`src/rtl/uart_pkg.sv`:
```
// Shared UART types and helpers, common to uart_tx and uart_rx.
package uart_pkg;

    localparam int UART_DATA_BITS = 8;

    typedef enum logic [2:0] {
        IDLE,
        START,
        DATA,
        PARITY,
        STOP
    } uart_tx_state_t;

    // Bit period in system clocks, rounded to nearest.
    function automatic int clks_per_baud(input int clk_rate, input int baud_rate);
        return (clk_rate + baud_rate / 2) / baud_rate;
    endfunction

endpackage

```
`src/rtl/uart_baud_gen.sv`:
```
// Bit-period counter: tick pulses on the last clock of each bit period.
// Latency: counter sits at 0 while restart is high; first tick CLKS_PER_BAUD-1 cycles after release.
// Backpressure: none; free-running whenever restart is low.
module uart_baud_gen #(
    parameter int CLKS_PER_BAUD = 7
) (
    input  logic clk,
    input  logic areset,
    input  logic restart,
    output logic tick
);

    localparam int CNT_W = (CLKS_PER_BAUD > 1) ? $clog2(CLKS_PER_BAUD) : 1;

    logic [CNT_W-1:0] cnt;

    assign tick = (cnt == CNT_W'(CLKS_PER_BAUD - 1));

    always_ff @(posedge clk or posedge areset) begin
        if (areset) begin
            cnt <= '0;
        end else if (restart || tick) begin
            cnt <= '0;
        end else begin
            cnt <= cnt + 1'b1;
        end
    end

endmodule

```
`src/rtl/uart_tx.sv`:
```
// 8N1/8N2 UART transmitter with a one-entry holding register; even parity with UART_TX_PARITY_EN.
// Latency: byte accepted at edge E0 drives the start bit from edge E1; frames run back-to-back.
// Backpressure: ready is low while the holding register is full.
module uart_tx
    import uart_pkg::*;
#(
    parameter int CLK_RATE  = 50000000,
    parameter int BAUD_RATE = 115200,
    parameter int STOP_BITS = 1
) (
    input  logic       clk,
    input  logic       areset,
    input  logic [7:0] data,
    input  logic       data_val,
    output logic       ready,
    output logic       tx,
    output logic       busy
);

    localparam int CLKS_PER_BAUD = clks_per_baud(CLK_RATE, BAUD_RATE);
    localparam int BIT_W         = $clog2(UART_DATA_BITS);
    localparam logic [BIT_W-1:0] LAST_DATA = BIT_W'(UART_DATA_BITS - 1);
    localparam logic [BIT_W-1:0] LAST_STOP = BIT_W'(STOP_BITS - 1);

    generate
        if (CLKS_PER_BAUD < 2 || (STOP_BITS != 1 && STOP_BITS != 2)) begin : g_bad_cfg
            $error("uart_tx: CLKS_PER_BAUD must be >= 2 and STOP_BITS must be 1 or 2");
        end
    endgenerate

    uart_tx_state_t             state, state_nxt;
    logic                       tx_r, tx_nxt;
    logic [UART_DATA_BITS-1:0]  shift, shift_nxt;
    logic [UART_DATA_BITS-1:0]  hold;
    logic                       hold_full;
    logic [BIT_W-1:0]           bit_cnt, bit_cnt_nxt;
    logic                       load;
    logic                       tick;
    logic                       accept;
`ifdef UART_TX_PARITY_EN
    logic                       par;
`endif

    assign ready  = ~hold_full;
    assign busy   = (state != IDLE) | hold_full;
    assign tx     = tx_r;
    assign accept = data_val & ready;

    // The counter is held at zero in IDLE so the start bit gets a full period.
    uart_baud_gen #(
        .CLKS_PER_BAUD(CLKS_PER_BAUD)
    ) u_baud_gen (
        .clk    (clk),
        .areset (areset),
        .restart(state == IDLE),
        .tick   (tick)
    );

    always_comb begin
        state_nxt   = state;
        tx_nxt      = tx_r;
        shift_nxt   = shift;
        bit_cnt_nxt = bit_cnt;
        load        = 1'b0;
        case (state)
            IDLE: begin
                tx_nxt = 1'b1;
                if (hold_full) begin
                    load      = 1'b1;
                    state_nxt = START;
                    tx_nxt    = 1'b0;
                end
            end
            START: begin
                if (tick) begin
                    state_nxt   = DATA;
                    bit_cnt_nxt = '0;
                    tx_nxt      = shift[0];
                end
            end
            DATA: begin
                if (tick) begin
                    if (bit_cnt == LAST_DATA) begin
`ifdef UART_TX_PARITY_EN
                        state_nxt = PARITY;
                        tx_nxt    = par;
`else
                        state_nxt   = STOP;
                        tx_nxt      = 1'b1;
                        bit_cnt_nxt = '0;
`endif
                    end else begin
                        shift_nxt   = shift >> 1;
                        tx_nxt      = shift[1];
                        bit_cnt_nxt = bit_cnt + 1'b1;
                    end
                end
            end
`ifdef UART_TX_PARITY_EN
            PARITY: begin
                if (tick) begin
                    state_nxt   = STOP;
                    tx_nxt      = 1'b1;
                    bit_cnt_nxt = '0;
                end
            end
`endif
            STOP: begin
                if (tick) begin
                    if (bit_cnt == LAST_STOP) begin
                        if (hold_full) begin
                            load      = 1'b1;
                            state_nxt = START;
                            tx_nxt    = 1'b0;
                        end else begin
                            state_nxt = IDLE;
                        end
                    end else begin
                        bit_cnt_nxt = bit_cnt + 1'b1;
                    end
                end
            end
            default: begin
                state_nxt = IDLE;
                tx_nxt    = 1'b1;
            end
        endcase
        if (load) begin
            shift_nxt = hold;
        end
    end

    // accept and load are mutually exclusive: load needs hold_full, accept needs ~hold_full.
    always_ff @(posedge clk or posedge areset) begin
        if (areset) begin
            state     <= IDLE;
            tx_r      <= 1'b1;
            shift     <= '0;
            bit_cnt   <= '0;
            hold      <= '0;
            hold_full <= 1'b0;
        end else begin
            state   <= state_nxt;
            tx_r    <= tx_nxt;
            shift   <= shift_nxt;
            bit_cnt <= bit_cnt_nxt;
            if (accept) begin
                hold      <= data;
                hold_full <= 1'b1;
            end else if (load) begin
                hold_full <= 1'b0;
            end
        end
    end

`ifdef UART_TX_PARITY_EN
    always_ff @(posedge clk or posedge areset) begin
        if (areset) begin
            par <= 1'b0;
        end else if (load) begin
            par <= ^hold;
        end
    end
`endif

endmodule

```
`config.mk`:
```
export PLATFORM = sky130hd
export DESIGN_NAME = uart_tx
export DESIGN_NICKNAME = d
export VERILOG_FILES = /design/src/rtl/uart_pkg.sv /design/src/rtl/uart_baud_gen.sv /design/src/rtl/uart_tx.sv
export SDC_FILE = /design/constraint.sdc
export NUM_CORES = 1
export LEC_CHECK = 0
export CORE_MARGIN = 1
export CORE_UTILIZATION = 57
export DETAILED_ROUTE_END_ITERATION = 10
export PLACE_DENSITY = 0.86
export SLEW_MARGIN = 20
export SYNTH_ARGS = -nofsm -noshare
export SYNTH_HDL_FRONTEND = slang
export SYNTH_HIERARCHICAL = 1
export SYNTH_SLANG_ARGS = --single-unit
```
`constraint.sdc`:
```
create_clock -name clk -period 2.6 [get_ports clk]
set_input_delay 0.52 -clock clk [delete_from_list [all_inputs] [get_ports clk]]
set_output_delay 0.52 -clock clk [all_outputs]
set_load 0.01 [all_outputs]
```
# ---- Word level (Yosys, flattened, before mapping)
# Index checks and enable logic that the tools add are counted.
dict set report totals {
  elab_cells 71
  ff_bits 33
  output_inout_bits 3
  input_bits 11
}
dict set report op_classes {
  n_mux 33
  n_bitwise 3
  reduce_logical 12
  n_addsub 2
  n_eq_ne 14
}
# op count
set op_table {}
lappend op_table {{two-way mux 3 bit} 11}
lappend op_table {{two-way mux 8 bit} 4}
lappend op_table {{two-way mux 1 bit} 13}
lappend op_table {{!= test 2 bit (second input constant)} 6}
lappend op_table {{one-hot mux 3 bit (4 select lines)} 1}
lappend op_table {{AND reduction 5 bit} 2}
lappend op_table {{adder 9 x 1 -> 9 bit (second input constant)} 1}
lappend op_table {{== test 9 bit (second input constant)} 1}
lappend op_table {{two-way mux 9 bit} 1}
lappend op_table {{one-hot mux 3 bit (3 select lines)} 1}
lappend op_table {{== test 3 bit (second input constant)} 2}
lappend op_table {{logical NOT 3 bit} 2}
lappend op_table {{!= test 2 x 1 -> 1 bit (second input constant)} 3}
lappend op_table {{AND reduction 6 bit} 1}
lappend op_table {{nonzero test 2 bit} 3}
lappend op_table {{nonzero test 3 bit} 2}
lappend op_table {{one-hot mux 1 bit (4 select lines)} 1}
lappend op_table {{adder 3 x 1 -> 3 bit (second input constant)} 1}
lappend op_table {{== test 3 x 1 -> 1 bit (second input constant)} 1}
lappend op_table {{== test 3 x 2 -> 1 bit (second input constant)} 1}
lappend op_table {{AND reduction 3 bit} 1}
lappend op_table {{one-hot mux 1 bit (2 select lines)} 1}
lappend op_table {{bitwise AND 1 bit} 1}
lappend op_table {{logical OR 1 bit} 1}
lappend op_table {{2 further kinds} 2}

# ---- Logic depth before layout (Yosys ltp)
dict set report depth {
  ltp_word 6
  depth_mapped 9
  ltp_nobuf 8
}

# ---- Modules after synthesis
# The synthesis kept the hierarchy.
# module cells_each area_per_inst_um2 seq_area_each_um2 n_inst
set by_module_without_submodules {}
lappend by_module_without_submodules {uart_tx 110 1270.0 601.8 1}
lappend by_module_without_submodules {uart_baud_gen 49 489.2 225.2 1}

# ---- Least setup slack after synthesis
# Ideal clock, no wire load.
dict set report synth_timing {
  path_kind {reg-to-reg}
  from {register u_baud_gen.cnt[2]}
  to {register shift[0]}
  setup_ps 125
  path_slack_ps 516
  period_less_slack_ps 2084
  arrival_time_ps 1959
  path_stages_with_launch 8
  path_buffers 1
  t_required_ps 2475
  cell_sequence {dfrtp_1 or3_4 nor3_1 buf_2 inv_1 a32oi_2 nand4_4 mux2_2}
}
dict set report synth_between {
  elab_chain_cells 5
  elab_cells_between_ends 8
  classes_between {eq/ne: 2; mux: 3; reduce/logical: 3}
}
# item line_no
set synth_rtl {}
lappend synth_rtl {{start, declared} uart_baud_gen.sv:15} ;# logic [CNT_W-1:0] cnt;
lappend synth_rtl {{start signal, assigned} uart_baud_gen.sv:25} ;# cnt <= cnt + 1'b1;
lappend synth_rtl {{== test 9 bit (*)} uart_baud_gen.sv:17} ;# assign tick = (cnt == CNT_W'(CLKS_PER_BAUD - 1));
lappend synth_rtl {{via tick} uart_tx.sv:38} ;# logic tick;
lappend synth_rtl {{two-way mux 1 bit} uart_tx.sv:109} ;# if (tick) begin
lappend synth_rtl {{one-hot mux 1 bit (2 select lines)} uart_tx.sv:65} ;# case (state)
lappend synth_rtl {{!= test 2 bit (no source line) / nonzero test 2 bit (equally long branches)} -}
lappend synth_rtl {{AND reduction 3 bit (no source line)} -}
lappend synth_rtl {{end signal, assigned} uart_tx.sv:145} ;# shift <= shift_nxt;
lappend synth_rtl {{end, declared} uart_tx.sv:33} ;# logic [UART_DATA_BITS-1:0] shift, shift_nxt;
# The timed path passes the listed nets; every way through them passes the cells marked *.
# A chain may end at the register's enable or synchronous reset.

# ---- Worst setup path in the final report
dict set report layout_timing {
  from {register state[0]}
  to {output busy}
}
dict set report layout_between {
  elab_chain_cells 2
}
# item line_no
set layout_rtl {}
lappend layout_rtl {{start, declared} uart_tx.sv:31} ;# uart_tx_state_t state, state_nxt;
lappend layout_rtl {{start signal, assigned} uart_tx.sv:143} ;# state <= state_nxt;
lappend layout_rtl {{nonzero test 3 bit} uart_tx.sv:45} ;# assign busy = (state != IDLE) | hold_full;
lappend layout_rtl {{bitwise OR 1 bit} uart_tx.sv:45}
lappend layout_rtl {{end, declared} uart_tx.sv:17} ;# output logic busy
# No other way between the ends.

==> reports/qor.yml <==
yosys_warnings: 6
clk-insertion-delay-late_ps: 330
wirelength_um: 3060
fin_skew_ps: 7.46
r2r_start: "u_baud_gen/cnt[2]"
synth-edff-count: 0
final-setup-viol-count: 0
tritoncts: "yes"
worst_pin_slew_ps: 550
area_growth_pct: 12.2
firstDrtPassIters: 7
hold_buffers: 0
critPathKind: "reg -> out"
rows: 19
grt_pass1_wl_um: 5450
syn_area_per_cell_um2: 11.1
arrival_ps: 1960
leakagePower_nw: 0.870
synth_fp_nets: 175
vias_per_cell: 5.91
period_minus_slack_ps: 2480
slew_headroom_pct: 63.0
synth.distinct_cells: 44
reg2regPathDepth: 7
design.core.area_mm2: 0.00283
initial_core_util_pct: 62.2
cts_root_buf: "clkbuf_4"
layout_commonest_cell: "dfrtp_1"
die_height_um: 57.6
grt_remaining_overflow: 0
hold_violations: 0
syn_inst: 159
ant_nets: 0
cts_num_sinks: 33
fill_cells: 218
dp_hpwl_um: 2280
synth-async-reset-ratio_pct: 100
dp.cells: 201
failed_checks: "design-rule violations"
htreeDepth: 2
period_share_pct: 95.4
dr.first_iter.drc_count: 51
ys_ff_latch: 33
grt_max_degree: 25
peakVddDrop_v: 0.000520
syn-cell-area_mm2: 0.00176
diodes: 0
path_clk_slew_ps: 100
avgRoutedWirePerCell_um: 14.7
layout_common_cells: "dfrtp_1 (32), mux2_2 (22), clkdlybuf4s50_1 (13)"
required_ps: 2080
power.density_mw_per_mm2: 814
cts_buffers: 5
layout.cells.non_filler: 209
status: "finished, violations left"
cp-start-kind: "register"
synthFlopType: "dfrtp_1"
fmax_mhz: 403
drive_gt1_share_pct: 23.6
end_kind: "output pin"
die-width_um: 57.6
portBuffers: 13
clockBufferDepth: 2
final.setup.tns_ps: 0
hp-class: "in -> async"
via_count: 1236
die_area_mm2: 0.00331
crit_fanout: 15
post-place-ws_ps: 353
grt_pass1_vias: 1272
place.gp.congestion: 0.837
io_pins: 14
nets: 193
drc_errors: 1
antenna_found_initial: 0
rsz0062_at_grt: "no"
post_cts_buffers: 0
layout_setup_ws_ps: 120
maxCapViolations: 0
post_cts_resize_count: 0
drv_slew: 0
yosysSeqAreaShare_pct: 47.0
startpoint: "state[0]"
grt_use_total_pct: 22.0
## synthesized netlist by cell type, types with 2 or more instances
library cell / instances / area, µm²
a21oi_1: 6 / 30.0
a31oi_1: 6 / 37.5
clkbuf_1: 3 / 11.3
dfrtp_1: 32 / 801
ha_1: 5 / 62.6
inv_1: 12 / 45.0
mux2_2: 22 / 248
nand2_1: 8 / 30.0
nand2b_1: 2 / 12.5
nand3_1: 5 / 25.0
nand3b_1: 2 / 15.0
nor2_1: 9 / 33.8
nor2b_1: 4 / 25.0
nor3_1: 3 / 15.0
nor4_1: 2 / 12.5
o21ai_0: 6 / 30.0
or3_1: 2 / 12.5
or4_1: 2 / 15.0
xor2_1: 3 / 26.3
## metrics by stage
stage	power (mW)	instance area, µm²	util, %	hold WS (ps)
6_report	1.61	1970	69.8	463
5_1_grt	1.73	1970	69.8	501
3_5_place_dp	1.34	1920	68.0	490
4_1_cts	1.62	1970	69.8	464
2_1_floorplan	1.20	1760	-	348
3_3_place_gp	1.29	1920	68.0	484
## worst max-delay path, stage by stage (launching register included)
cell and delay, ps:
dfrtp_1 570, or4_1 570, clkdlybuf4s50_1 490
## state kept, by name, indices dropped and copies added, names as in the netlist
| signal | flops |
|---|---|
| bit_cnt | 3 |
| hold | 8 |
| hold_full | 1 |
| shift | 8 |
| state | 3 |
| tx | 1 |
| u_baud_gen/cnt | 9 |
## routing by layer
metal	up-vias	wire [µm]	GRT usage (%)
met2	27	1580	37.2
met4	0	17	11.5
li1	609	-	-
met3	4	119	4.76
met1	596	1350	26.1
met5	-	0	0
## power by group
part	internal, mW	switching (mW)
logic	0.265	0.207
registers	0.709	0.150
clock network	0.103	0.172
total	1.08	0.529
## kinds of logic (layout without fill, tap and decap cells)
group           after synthesis  after routing  share of synthesized area [%]
fa+ha+maj                     5              5                           3.56
flops                        33             33                           47.0
simple gates                 48             48                           16.9
compound gates               28             28                           11.4
buf+inv                      18             37                           4.55
mux                          23             23                           14.7
xor+xnor                      4              4                           1.99
## worst paths after layout
check	end	slack, ps
worst max-delay path	busy	120
worst min-delay path	u_baud_gen/cnt[3]	460
worst max register to register	shift[3]	330
worst min register to register	shift[2]	520
max in group asynchronous	tx	1780
min in group clk	shift[2]	520
## layout make-up
class	count	area, µm²	share of cell area (%)
clock buffers	6	41.3	2.09
clock inverters	2	10.0	0.507
inverters	12	45.0	2.28
multi-input cells	108	852	43.2
flip-flops and latches	33	827	41.9
well taps	31	38.8	1.96
repair buffers	17	160	8.11
(Power assumes the default switching activity.)
